--- src/rtl/debug_overlay_writer.sv ---
// Scans NUM_PROBES probe words and paints each as MSB-first hex glyphs into the BAM, one row per probe.
// Optional feature DEBUG_OVERLAY_DIRTY_EN: rows whose probe value is unchanged since last painted are skipped.
module debug_overlay_writer #(
  parameter int CHARS_PER_ROW = 80,
  parameter int NUM_PROBES    = 42,
  parameter int DATA_WIDTH    = 32,
  parameter int ROW_BASE      = 0,
  parameter int COL_BASE      = 13,
  parameter int ADDR_WIDTH    = 13,
  localparam int DIGITS = DATA_WIDTH / 4,
  localparam int IDX_W  = (NUM_PROBES > 1) ? $clog2(NUM_PROBES) : 1,
  localparam int DIG_W  = (DIGITS > 1) ? $clog2(DIGITS) : 1
) (
  input  logic                  clk,
  input  logic                  rst_n,
  input  logic                  enable,
  input  logic                  force_all,
  output logic [IDX_W-1:0]      probe_sel,
  input  logic [DATA_WIDTH-1:0] probe_data,
  output logic                  bg_wrt,
  input  logic                  bg_ready,
  output logic [ADDR_WIDTH-1:0] bam_addr,
  output logic [7:0]            bam_write_data,
  output logic                  busy,
  output logic                  frame_done
);

  typedef enum logic [2:0] {IDLE, SEL, LATCH, WRITE, NEXT} state_t;

  state_t                state_q;
  logic [IDX_W-1:0]      idx_q;
  logic [DIG_W-1:0]      digit_q;
  logic [DATA_WIDTH-1:0] hold_q;
  logic [IDX_W-1:0]      probe_sel_q;
  logic                  bg_wrt_q;
  logic [ADDR_WIDTH-1:0] bam_addr_q;
  logic [7:0]            bam_data_q;
  logic                  busy_q;
  logic                  frame_done_q;

  logic                  row_dirty_d;
  logic [DATA_WIDTH-1:0] next_sh_d;

  function automatic logic [7:0] glyph(input logic [3:0] n);
    return (n < 4'd10) ? (8'h10 + {4'h0, n}) : (8'h17 + {4'h0, n});
  endfunction

  function automatic logic [ADDR_WIDTH-1:0] row_addr(input logic [IDX_W-1:0] i);
    return (ADDR_WIDTH'(ROW_BASE) + ADDR_WIDTH'(i)) * ADDR_WIDTH'(CHARS_PER_ROW)
           + ADDR_WIDTH'(COL_BASE);
  endfunction

  // Top nibble of this shifted copy is the glyph source for the next digit.
  assign next_sh_d = hold_q << {digit_q + DIG_W'(1), 2'b00};

`ifdef DEBUG_OVERLAY_DIRTY_EN
  logic [DATA_WIDTH-1:0] shadow_q [NUM_PROBES];
  logic [NUM_PROBES-1:0] valid_q;

  assign row_dirty_d = force_all || !valid_q[idx_q] || (shadow_q[idx_q] != probe_data);

  always_ff @(posedge clk or negedge rst_n) begin
    if (!rst_n) begin
      valid_q <= '0;
      for (int i = 0; i < NUM_PROBES; i++) shadow_q[i] <= '0;
    end else begin
      if (force_all) valid_q <= '0;
      // Later assignment wins, so a row repainted during force_all stays valid.
      if (state_q == LATCH && row_dirty_d) begin
        valid_q[idx_q]  <= 1'b1;
        shadow_q[idx_q] <= probe_data;
      end
    end
  end
`else
  assign row_dirty_d = 1'b1 | force_all;
`endif

  always_ff @(posedge clk or negedge rst_n) begin
    if (!rst_n) begin
      state_q      <= IDLE;
      idx_q        <= '0;
      digit_q      <= '0;
      hold_q       <= '0;
      probe_sel_q  <= '0;
      bg_wrt_q     <= 1'b0;
      bam_addr_q   <= '0;
      bam_data_q   <= '0;
      busy_q       <= 1'b0;
      frame_done_q <= 1'b0;
    end else begin
      frame_done_q <= 1'b0;
      case (state_q)
        IDLE: begin
          if (enable) begin
            idx_q       <= '0;
            probe_sel_q <= '0;
            busy_q      <= 1'b1;
            state_q     <= SEL;
          end
        end
        SEL: state_q <= LATCH;
        LATCH: begin
          hold_q  <= probe_data;
          digit_q <= '0;
          if (row_dirty_d) begin
            bg_wrt_q   <= 1'b1;
            bam_addr_q <= row_addr(idx_q);
            bam_data_q <= glyph(probe_data[DATA_WIDTH-1 -: 4]);
            state_q    <= WRITE;
          end else begin
            state_q <= NEXT;
          end
        end
        WRITE: begin
          if (bg_ready) begin
            if (digit_q == DIG_W'(DIGITS - 1)) begin
              bg_wrt_q <= 1'b0;
              state_q  <= NEXT;
            end else begin
              digit_q    <= digit_q + DIG_W'(1);
              bam_addr_q <= bam_addr_q + ADDR_WIDTH'(1);
              bam_data_q <= glyph(next_sh_d[DATA_WIDTH-1 -: 4]);
            end
          end
        end
        NEXT: begin
          if (idx_q == IDX_W'(NUM_PROBES - 1)) begin
            frame_done_q <= 1'b1;
            busy_q       <= 1'b0;
            state_q      <= IDLE;
          end else begin
            idx_q       <= idx_q + IDX_W'(1);
            probe_sel_q <= idx_q + IDX_W'(1);
            state_q     <= SEL;
          end
        end
        default: state_q <= IDLE;
      endcase
    end
  end

  assign probe_sel      = probe_sel_q;
  assign bg_wrt         = bg_wrt_q;
  assign bam_addr       = bam_addr_q;
  assign bam_write_data = bam_data_q;
  assign busy           = busy_q;
  assign frame_done     = frame_done_q;

endmodule

--- config.mk ---
export PLATFORM = sky130hd
export DESIGN_NAME = debug_overlay_writer
export DESIGN_NICKNAME = d
export VERILOG_FILES = /design/src/rtl/debug_overlay_writer.sv
export SDC_FILE = /design/constraint.sdc
export NUM_CORES = 1
export LEC_CHECK = 0
export CAP_MARGIN = 20
export CORE_UTILIZATION = 55
export CTS_CLUSTER_DIAMETER = 120
export DETAILED_ROUTE_END_ITERATION = 10
export PLACE_DENSITY = 0.84
export SYNTH_ARGS = -nofsm -noshare
export SYNTH_HDL_FRONTEND = slang
export SYNTH_SLANG_ARGS = --single-unit
export TNS_END_PERCENT = 100
--- constraint.sdc ---
create_clock -name clk -period 4.7 [get_ports clk]
set_input_delay 0.47 -clock clk [delete_from_list [all_inputs] [get_ports clk]]
set_output_delay 0.47 -clock clk [all_outputs]
set_load 0.05 [all_outputs]
-- Word level (Yosys, flattened, before mapping)
Cells that the tools add are included.
- register bits: 68
- input port bits: 37
- word-level logic and storage cells: 68
- add/sub/neg operators: 8
- $mul: 1
- $lt $le $gt $ge: 2
- eq/ne operators: 12
- shifts and indexed selects: 1
- mux-type cells: 27
- reductions and logical operators: 8
- operator list (operator ; count):
    left shift 32 x 5 -> 32 bit ; 1
    two-way mux 13 bit ; 2
    case mux 13 bit (2 select lines) ; 1
    adder 5 x 4 -> 6 bit, first input constant ; 4
    two-way mux 6 bit ; 4
    two-way mux 8 bit ; 2
    case mux 8 bit (2 select lines) ; 1
    two-way mux 3 bit ; 5
    case mux 3 bit (5 select lines) ; 1
    AND reduction 3 bit ; 5
    adder 13 x 1 -> 13 bit, second input constant ; 1
    adder 13 x 4 -> 13 bit, second input constant ; 1
    != test 2 bit, second input constant ; 6
    case mux 6 bit (2 select lines) ; 1
    multiplier 6 x 3 -> 9 bit, second input constant ; 1
    less-than comparator 4 bit, second input constant ; 2
    two-way mux 1 bit ; 7
    adder 6 x 1 -> 6 bit, second input constant ; 1
    equality test 3 x 2 -> 1 bit, second input constant ; 2
    equality test 3 bit, second input constant ; 2
    equality test 6 bit, second input constant ; 1
    case mux 3 bit (2 select lines) ; 1
    case mux 1 bit (2 select lines) ; 2
    nonzero test 2 bit ; 2
    other kinds (3) ; 3

-- Depth between registers and ports, before layout
Gate-level depths: netlist of run 1.
- depth after elaboration: 7
- depth in mapped cells: 9

-- Least setup slack after synthesis of run 1
Ideal clock, no wire load.
- kind: flip-flop to flip-flop
- start: register, netlist name probe_sel[3]
- end: register bam_addr_q[11], in the netlist bam_addr[11]
- setup time: 135 ps
- arrival: 2208 ps
- setup slack: 2356 ps
- stages on the path, launching flop included: 10
- path buffers: 0
- clock period less this slack: 2344 ps
- path through: dfrtp_1 -> ha_1 -> ha_1 -> inv_1 -> fa_1 -> nor2b_1 -> o21a_1 -> or3_1 -> a31oi_1 -> o21ai_0
- RTL lines (item ; line ; RTL):
    to (signal assigned) ; 108 ; bam_addr_q <= row_addr(idx_q);
    to (signal assigned) ; 122 ; bam_addr_q <= bam_addr_q + ADDR_WIDTH'(1);
    to (decl) ; 36 ; logic [ADDR_WIDTH-1:0] bam_addr_q;

-- Worst setup path in the final report of run 1
- start: register digit_q[0]
- end: register bam_data_q[2], in the netlist bam_write_data[2]
- longest elaborated chain between the ends: 7
- elaborated cells between the ends (all ways): 12
- classes of those cells: 3 x add/sub; 1 x order compare; 2 x eq/ne; 1 x shift; 4 x mux; 1 x reduce/logical
- RTL lines (item ; line ; RTL):
    from (decl) ; 32 ; logic [DIG_W-1:0] digit_q;
    from (signal assigned) ; 121 ; digit_q <= digit_q + DIG_W'(1);
    adder 3 x 1 -> 3 bit ; 54 ; assign next_sh_d = hold_q << {digit_q + DIG_W'(1), 2'b00};
    left shift 32 x 5 -> 32 bit ; 54 ;
    adder 5 x 4 -> 6 bit / less-than comparator 4 bit (equally long branches) ; 45 ; return (n < 4'd10) ? (8'h10 + {4'h0, n}) : (8'h17 + {4'h0, n});
    two-way mux 6 bit ; 45 ;
    two-way mux 8 bit ; 117 ; if (digit_q == DIG_W'(DIGITS - 1)) begin
    two-way mux 8 bit ; 116 ; if (bg_ready) begin
    case mux 8 bit (2 select lines) ; 93 ; case (state_q)
    to (signal assigned) ; 109 ; bam_data_q <= glyph(probe_data[DATA_WIDTH-1 -: 4]);
    to (signal assigned) ; 123 ; bam_data_q <= glyph(next_sh_d[DATA_WIDTH-1 -: 4]);
    to (decl) ; 37 ; logic [7:0] bam_data_q;
Parallel ways exist; a longest one is shown, timed or not. The select of a mux whose other input is x is not followed.
A chain may end at the register's enable or synchronous reset.

==> flow_summary.yaml, run 1 <==
timing:
  tightest_slew_ns: 0.839
  fin_skew_ns: 0.0149
  fin_tns_setup_ns: 0
  setup_viol: 0
  setup_ws_ns: 1.97
  fin_crit_ns: 2.73
  period_share: 0.580
  drv_slew: 0
  final_hold_viol_count: 0
  fmax_mhz: 367
  relSlewSlack: 0.441
  grt_setup_unrepaired: "false"
worst_setup_path:
  slowest_delay_ns: 0.61
  crit_path_start: "digit_q[0]$_DFFE_PN0P_"
  cp_data_arrival_time_ns: 3.00
  cp_common_cell: "ha_1"
  slowest_stage: "dfrtp_1"
  crit_type: "reg2reg"
  cp.required_ns: 4.97
  r2r_slack_ns: 1.97
  worst-path-max-fanout: 13
  r2r-start: "digit_q[0]$_DFFE_PN0P_"
  r2r-end: "bam_write_data[2]$_DFFE_PN0P_"
  crit_buf_inv: 1
  endpoint: "bam_write_data[2]$_DFFE_PN0P_"
  crit_path_end_kind: "flop"
  r2r_cells: 8
  cp.depth: 8
  path_cells: "ha_1, mux4_2, mux2i_4, ha_1, inv_1, nor2_1, mux2_2, o21ai_2"
  worst_setup_path_start_kind: "flop"
  crit_family: "multiplexers"
layout:
  mostFrequentLayoutCells: "118 x nand2_1, 66 x dfrtp_1, 62 x clkdlybuf4s50_1"
  mostFrequentLayoutCell: "nand2_1"
  fin_nets: 498
  num_antenna_cells: 0
  final_layout_size_suffix_gt1_frac: 0.0600
  syn2layout_area_growth_pct: 24.6
  fillers: 463
  fin_util: 0.727
pwr:
  powerDensity_nw_per_um2: 801
  peakVddDrop_mv: 0.524
  leakage_nw: 2.02
  total_power_mw: 3.53
route:
  via_count: 3029
  wl_per_cell_um: 15.1
  first_pass_iters: 7
  drt_iter0_drc: 179
  drtAntennaViolNets: 0
  drt-total-wl_um: 7930
  drc_errors: 0
  vias_per_cell: 5.77
die:
  rows: 28
  dieArea_sq_um: 6760
  start_util: 0.584
  ios: 67
  dieWidth_um: 82.2
  dieHeight_um: 82.2
  coreArea_sq_um: 6060
clock_tree:
  cts-resized-gates: 0
  clockBufferDepth: 2
  cts_hold_buf: 0
  cts_buffers: 9
  cts_htree_levels: 3
  cts_tree: "yes"
  clk_latency_ns: 0.35
  cts_setup_buffers: 0
  clkTransAtPathRegs_ns: 0.08
  cts_sinks: 66
  root_buffer: "clkbuf_8"
synthesis:
  synthTopCellsByArea: "dfrtp_1 47%, nand2_1 13%, ha_1 5.3%, o21ai_0 4.4%, mux4_1 3.0%"
  syn_inst: 386
  syn_area_sq_um: 3540
  ys_seq_area_frac: 0.467
  yosys_most_used_dff: "dfrtp_1"
  yosys.area.top_type: "dfrtp_1"
  yosys.cell_types.count: 49
  syn_avg_cell_area_sq_um: 9.17
  synth_top_area_share: 0.467
  yosys_warnings: 0
  synth-seq-cells: 66
  async_flop_share: 1.00
  synth-edff-count: 0
global_routing:
  grt_pass1_wl_um: 13000
  grtUsageTotal: 0.262
  grt_pass1_vias: 2796
  grt_max_degree: 67
  antenna_found_initial: 0
  grt_overflow: 0
job:
  maxCapViolations: 0
status:
  outcome: "finished clean"
placement:
  place.gp.congestion: 0.837
  io_buffers: 63
  hpwl_um: 5540
  place_ws_ns: 1.95
min_path:
  hold_class: "in2async"
==> kinds of logic after synthesis <==
kind of cell	synth area share
and+or+nand+nor	0.200
AOI/OAI and AO/OA	0.127
DFF	0.467
buffers and inverters	0.0406
adders and majority gates	0.0587
muxes	0.0788
xor gates and xnor gates	0.0272
other	0.00106
==> cell type report <==
class,count,area [sq um],area share
inverters,14,52.6,0.0119
multi-input cells,287,1750,0.397
clock inverters,2,35.0,0.00795
clock buffers,14,163,0.0369
well taps,75,93.8,0.0213
repair buffers,67,663,0.150
flip-flops and latches,66,1650,0.375
==> how the worst min path moves through the flow <==
stage / slack, ns / to / from
3_5_place_dp: 0.46 / hold_q[14]$_DFFE_PN0P_ / hold_q[14]$_DFFE_PN0P_
4_1_cts: 0.33 / probe_sel[3]$_DFFE_PN0P_ / rst_n
2_1_floorplan: 0.17 / bam_addr[0]$_DFFE_PN0P_ / rst_n
6_report: 0.29 / state_q[0]$_DFFE_PN0P_ / rst_n
3_3_place_gp: 0.45 / hold_q[1]$_DFFE_PN0P_ / hold_q[1]$_DFFE_PN0P_
5_1_grt: 0.39 / probe_sel[3]$_DFFE_PN0P_ / rst_n
==> routing by layer <==
| metal | GRT usage | part of all wire | up-vias |
|---|---|---|---|
| met3 | 0.0593 | 0.057 | 18 |
| met1 | 0.319 | 0.41 | 1452 |
| met2 | 0.453 | 0.51 | 120 |
| met4 | 0.0930 | 0.019 | 0 |
| met5 | 0 | 0 | - |
| li1 | - | - | 1439 |
==> through the flow <==
| step | cell area [sq um] | std cells | hold WS [ns] |
|---|---|---|---|
| 6_report | 4410 | 525 | 0.286 |
| 4_1_cts | 4410 | 525 | 0.331 |
| 5_1_grt | 4410 | 525 | 0.391 |
| 2_1_floorplan | 3540 | 387 | 0.174 |
| 3_5_place_dp | 4210 | 509 | 0.461 |
| 3_3_place_gp | 4200 | 508 | 0.451 |
==> report_power, final <==
| part | internal [mW] | switching (mW) | total, mW |
|---|---|---|---|
| Clock | 0.274 | 0.215 | 0.490 |
| Sequential | 0.830 | 0.245 | 1.08 |
| Combinational | 0.813 | 1.15 | 1.97 |
==> synthesized netlist by cell type (2+ instances only) <==
library cell and count:
nand2_1 118, a31oi_1 3, a211oi_1 4, mux2i_4 2, mux2i_1 5, nand2b_1 2, nand3_1 8, mux4_1 4
dfrtp_1 66, a22oi_1 3, buf_1 3, xnor2_1 8, o21ai_0 31, o22ai_1 2, nor3_1 3, xor2_1 3
o211ai_1 2, nor4b_1 3, ha_1 15, o21ai_1 3, o21a_1 2, inv_1 14, nor2_1 16, buf_4 2
mux4_2 3, nor2b_1 4, a21oi_1 19, nand4_1 2, and3_1 4, clkbuf_1 13
==> registers in the layout, summed over array words and instances (netlist names) <==
register / count
hold_q: 32
bg_wrt: 1
frame_done: 1
bam_write_data: 6
probe_sel: 6
digit_q: 3
state_q: 3
bam_addr: 13
busy: 1
Note: power is estimated with default switching activity, not from simulation.
==> run 2: changes to the inputs <==
--- a/config.mk
+++ b/config.mk
@@ -6,10 +6,10 @@
 export NUM_CORES = 1
 export LEC_CHECK = 0
 export CAP_MARGIN = 20
-export CORE_UTILIZATION = 55
+export CORE_UTILIZATION = 52
 export CTS_CLUSTER_DIAMETER = 120
 export DETAILED_ROUTE_END_ITERATION = 10
-export PLACE_DENSITY = 0.84
+export PLACE_DENSITY = 0.8
 export SYNTH_ARGS = -nofsm -noshare
 export SYNTH_HDL_FRONTEND = slang
 export SYNTH_SLANG_ARGS = --single-unit
==> constraint.sdc (replaced) <==
create_clock -name clk -period 2.7 [get_ports clk]
set_input_delay 0.27 -clock clk [delete_from_list [all_inputs] [get_ports clk]]
set_output_delay 0.27 -clock clk [all_outputs]
set_load 0.05 [all_outputs]
==> run 2 against run 1 <==
The run now ends with DRC, hold timing left; clock power is 72% higher; cell area is 0.85% higher; critical path depth stayed put; combinational power is 78% higher; core utilization is 3.9 points lower; non-clock buffer count is 4 higher; register-to-register slack worse by 1.7 ns; routed wire length is 2.1% lower; via count is 1.6% lower; sequential power is 69% higher; critical path type unchanged; largest cell class unchanged; highest routed layer unchanged.
==> flow_summary.yaml, run 2 (synthesized netlist as in run 1, its figures left out) <==
timing:
  relSlewSlack: 0.431
  fmax_mhz: 420
  final_hold_viol_count: 30
  grt_setup_unrepaired: "false"
  hold-worst-slack_ns: -0.0194
  setup_viol: 0
  period_share: 0.881
  fin_tns_setup_ns: 0
  fin_skew_ns: 0.00986
  drv_slew: 0
  fin_crit_ns: 2.38
  tightest_slew_ns: 0.832
global_routing:
  grt_pass1_wl_um: 13500
  antenna_found_initial: 0
  grt_max_degree: 39
  grt_pass1_vias: 2918
  grt_overflow: 0
  grtUsageTotal: 0.244
layout:
  mostFrequentLayoutCell: "nand2_1"
  num_antenna_cells: 0
  fin_nets: 502
  syn2layout_area_growth_pct: 25.6
  largest_reg_flops: 32
  top_register: "hold_q"
  final_layout_size_suffix_gt1_frac: 0.0683
  mostFrequentLayoutCells: "118 x nand2_1, 66 x dfrtp_1, 62 x clkdlybuf4s50_1"
clock_tree:
  cts_buffers: 9
  cts_sinks: 66
  clkTransAtPathRegs_ns: 0.07
  cts_tree: "yes"
  cts-resized-gates: 0
  clk_latency_ns: 0.35
  root_buffer: "clkbuf_8"
  cts_hold_buf: 0
  clockBufferDepth: 2
  cts_htree_levels: 3
  cts_setup_buffers: 0
route:
  via_count: 2980
  drt-total-wl_um: 7760
  vias_per_cell: 5.61
  wl_per_cell_um: 14.6
  drt_iter0_drc: 256
  drtAntennaViolNets: 0
  first_pass_iters: 8
  drc_errors: 5
status:
  violations: "DRC, hold timing"
  outcome: "finished with violations"
job:
  maxCapViolations: 0
worst_setup_path:
  cp_data_arrival_time_ns: 2.66
  r2r-start: "digit_q[0]$_DFFE_PN0P_"
  crit_family: "multiplexers"
  r2r_cells: 8
  crit_buf_inv: 1
  cp.required_ns: 2.98
  path_cells: "ha_1, mux4_2, mux2i_4, ha_1, inv_1, nor2_1, mux2_2, o21ai_2"
  crit_type: "reg2reg"
  cp_common_cell: "ha_1"
  slowest_stage: "ha_1"
  crit_path_start: "digit_q[0]$_DFFE_PN0P_"
  r2r-end: "bam_write_data[2]$_DFFE_PN0P_"
  r2r_slack_ns: 0.32
  cp.depth: 8
  worst_setup_path_start_kind: "flop"
  worst-path-max-fanout: 8
  endpoint: "bam_write_data[2]$_DFFE_PN0P_"
  slowest_delay_ns: 0.47
  crit_path_end_kind: "flop"
die:
  rows: 29
  dieHeight_um: 84.5
  coreArea_sq_um: 6460
  dieArea_sq_um: 7140
  start_util: 0.548
  ios: 67
  dieWidth_um: 84.5
pwr:
  powerDensity_nw_per_um2: 1390
  combPwrFrac: 0.567
  peakVddDrop_mv: 0.660
  leakage_nw: 2.04
  total_power_mw: 6.18
  p_int_mw: 3.37
  p_clk_frac: 0.136
  seq_power_share: 0.296
  sw_frac_of_total: 0.455
  p_sw_mw: 2.82
min_path:
  hold_class: "in2async"
placement:
  hpwl_um: 5560
  io_buffers: 63
  place.gp.congestion: 0.873
run 2: changes by cell type in the layout (fill, tap and decap cells not counted):
cell,previous run,this run
buf_4,3,7
buf_8,1,0
buf_12,0,1
run 2: how the worst min path moves through the flow:
stage	start	endpoint	slack, ns	depth (start not counted)
2_1_floorplan	rst_n	bam_addr[0]$_DFFE_PN0P_	-0.03	0
3_3_place_gp	rst_n	probe_sel[0]$_DFFE_PN0P_	0.36	1
3_5_place_dp	rst_n	probe_sel[0]$_DFFE_PN0P_	0.38	1
4_1_cts	rst_n	bam_addr[10]$_DFFE_PN0P_	0.006	1
5_1_grt	rst_n	bam_addr[5]$_DFFE_PN0P_	0.03	1
6_report	rst_n	bam_addr[0]$_DFFE_PN0P_	-0.02	1
run 2: per-stage QoR:
stage | utilization | cells | setup slack (ns) | area (sq um) | hold slack [ns]
2_1_floorplan | - | 387 | 0.356 | 3540 | -0.0256
6_report | 0.688 | 531 | 0.320 | 4450 | -0.0194
4_1_cts | 0.688 | 531 | 0.303 | 4450 | 0.00575
3_5_place_dp | 0.658 | 515 | 0.319 | 4250 | 0.376
3_3_place_gp | 0.658 | 515 | 0.362 | 4250 | 0.364
5_1_grt | 0.688 | 531 | 0.163 | 4450 | 0.0348
run 2: cell type report:
class | count | area (sq um)
Fill cell | 532 | 2010
Sequential cell | 66 | 1650
Timing Repair Buffer | 71 | 698
Clock buffer | 14 | 163
Inverter | 14 | 52.6
Multi-Input combinational cell | 287 | 1750
Tap cell | 77 | 96.3
Clock inverter | 2 | 35.0
run 2: power by group through the flow:
stage          sequential [mW]  clock, mW  combinational, mW
6_report                  1.83      0.843               3.51
5_1_grt                   1.89      0.911               3.88
4_1_cts                   1.83      0.855               3.53
3_5_place_dp              1.85          0               3.51
3_3_place_gp              1.82          0               3.41
2_1_floorplan             2.34          0               2.02
run 2: layer usage:
layer / track usage / share of wire
met4: 0.143 / 0.034
met3: 0.0403 / 0.050
met1: 0.319 / 0.43
met2: 0.387 / 0.49
met5: 0 / 0
==> run 3: changes to the inputs <==
--- a/config.mk
+++ b/config.mk
@@ -6,10 +6,12 @@
 export NUM_CORES = 1
 export LEC_CHECK = 0
 export CAP_MARGIN = 20
+export CORE_MARGIN = 2
 export CORE_UTILIZATION = 52
-export CTS_CLUSTER_DIAMETER = 120
+export CTS_CLUSTER_DIAMETER = 30
 export DETAILED_ROUTE_END_ITERATION = 10
 export PLACE_DENSITY = 0.8
+export SETUP_SLACK_MARGIN = 0.5
 export SYNTH_ARGS = -nofsm -noshare
 export SYNTH_HDL_FRONTEND = slang
 export SYNTH_SLANG_ARGS = --single-unit
==> run 3 against run 2 <==
The flow now finishes without violations; sequential cell count unchanged; non-clock buffer count increased by 17; via count increased by 2.9%; clock skew about the same; largest power group unchanged.
==> flow_summary.yaml, run 3 (synthesized netlist as in run 1, its figures left out) <==
pwr:
  peakVddDrop_mv: 0.603
  seq_power_share: 0.280
  p_sw_mw: 3.03
  total_power_mw: 6.62
  p_int_mw: 3.59
  combPwrFrac: 0.612
  sw_frac_of_total: 0.458
  powerDensity_nw_per_um2: 1430
  p_clk_frac: 0.108
  leakage_nw: 2.09
layout:
  mostFrequentLayoutCell: "nand2_1"
  largest_reg_flops: 32
  final_layout_size_suffix_gt1_frac: 0.136
  mostFrequentLayoutCells: "118 x nand2_1, 63 x dfrtp_1, 62 x clkdlybuf4s50_1"
  num_antenna_cells: 0
  top_register: "hold_q"
  syn2layout_area_growth_pct: 30.3
  fin_nets: 519
  fillers: 555
clock_tree:
  root_buffer: "clkbuf_8"
  clkTransAtPathRegs_ns: 0.07
  cts_htree_levels: 3
  clockBufferDepth: 2
  cts_buffers: 9
  cts_tree: "yes"
  clk_latency_ns: 0.34
  cts_sinks: 66
route:
  wl_per_cell_um: 14.8
  drt_iter0_drc: 132
  drt-total-wl_um: 8130
  drtAntennaViolNets: 0
  first_pass_iters: 4
  vias_per_cell: 5.56
  via_count: 3065
  drc_errors: 0
worst_setup_path:
  crit_type: "reg2reg"
  worst_setup_path_start_kind: "flop"
  crit_buf_inv: 2
  r2r-end: "bam_write_data[2]$_DFFE_PN0P_"
  crit_path_start: "digit_q[0]$_DFFE_PN0P_"
  slowest_stage: "mux4_2"
  crit_family: "multiplexers"
  path_cells: "buf_6, mux4_2, mux2i_2, ha_2, inv_1, nor2_2, mux2_4, o21ai_2"
  worst-path-max-fanout: 6
  r2r_cells: 8
  cp_data_arrival_time_ns: 2.47
  cp.required_ns: 2.97
  crit_path_end_kind: "flop"
  r2r_slack_ns: 0.50
  slowest_delay_ns: 0.52
  r2r-start: "digit_q[0]$_DFFE_PN0P_"
timing:
  tightest_slew_ns: 0.762
  setup_viol: 0
  drv_slew: 0
  relSlewSlack: 0.485
  grt_setup_unrepaired: "true"
  final_hold_viol_count: 0
  fin_tns_setup_ns: 0
  fmax_mhz: 454
  hold-worst-slack_ns: 0.316
  fin_skew_ns: 0.0103
  fin_crit_ns: 2.20
  period_share: 0.815
job:
  maxCapViolations: 0
global_routing:
  grt_overflow: 0
  antenna_found_initial: 0
  grt_max_degree: 46
  grtUsageTotal: 0.227
  grt_pass1_wl_um: 13200
  grt_pass1_vias: 2835
min_path:
  hold_class: "in2async"
die:
  dieWidth_um: 86.5
  ios: 67
  dieArea_sq_um: 7480
  start_util: 0.530
  coreArea_sq_um: 6680
  rows: 30
  dieHeight_um: 86.5
placement:
  place.gp.congestion: 0.873
  hpwl_um: 5590
  io_buffers: 63
status:
  outcome: "finished clean"
==> run 3: cell count changes in the layout (fill, tap and decap cells not counted), sizes merged <==
cell,change
dlygate4sd3,+1
clkinvlp,+1
clkinv,+3
buf,+16
bufinv,-1
clkbuf,-3
==> run 3: how the worst max path moves through the flow <==
stage	cells after the start	slack [ns]	to
global route	8	0.42	bam_write_data[2]$_DFFE_PN0P_
floorplan	9	0.50	bam_write_data[2]$_DFFE_PN0P_
detailed placement	8	0.32	bam_write_data[2]$_DFFE_PN0P_
finish	8	0.50	bam_write_data[2]$_DFFE_PN0P_
global placement	8	0.37	bam_write_data[2]$_DFFE_PN0P_
CTS	8	0.51	bam_write_data[2]$_DFFE_PN0P_
==> run 3: area by class of cell <==
cell class	count	area, sq um	area share
Tap cell	80	100	0.0217
Clock buffer	11	131	0.0285
Timing Repair Buffer	88	836	0.181
Clock inverter	5	31.3	0.00678
Multi-Input combinational cell	287	1810	0.391
Sequential cell	66	1660	0.359
Inverter	14	52.6	0.0114
==> run 3: stage by stage <==
stage	cell area [sq um]	util	setup WS (ns)	std cells
2_1_floorplan	3570	-	0.502	387
3_3_place_gp	4250	0.636	0.368	518
3_5_place_dp	4250	0.636	0.324	518
4_1_cts	4480	0.670	0.507	539
5_1_grt	4610	0.690	0.419	551
6_report	4610	0.690	0.498	551
==> run 3: repair_timing <==
action                                 in CTS  in global routing
setup buffers                               5                 10
setup endpoints to repair                   4                  5
gates resized for setup                     7                  9
endpoints found under the hold margin       0                  7
pin swaps                                   0                  5
hold buffers                                0                  1
==> run 3: power groups by stage <==
stage               sequential [mW]  combinational, mW  clock (mW)
floorplan                      2.34               2.10           0
global placement               1.83               3.43           0
detailed placement             1.85               3.55           0
CTS                            1.84               3.74       0.721
global route                   1.91               4.41       0.773
finish                         1.85               4.05       0.714
==> run 3: layer usage <==
metal / GRT usage / vias to the layer above / part of all wire
met5: 0 / - / 0
met4: 0.107 / 0 / 0.034
met3: 0.0505 / 24 / 0.047
met2: 0.382 / 107 / 0.49
met1: 0.279 / 1451 / 0.43
li1: - / 1483 / -
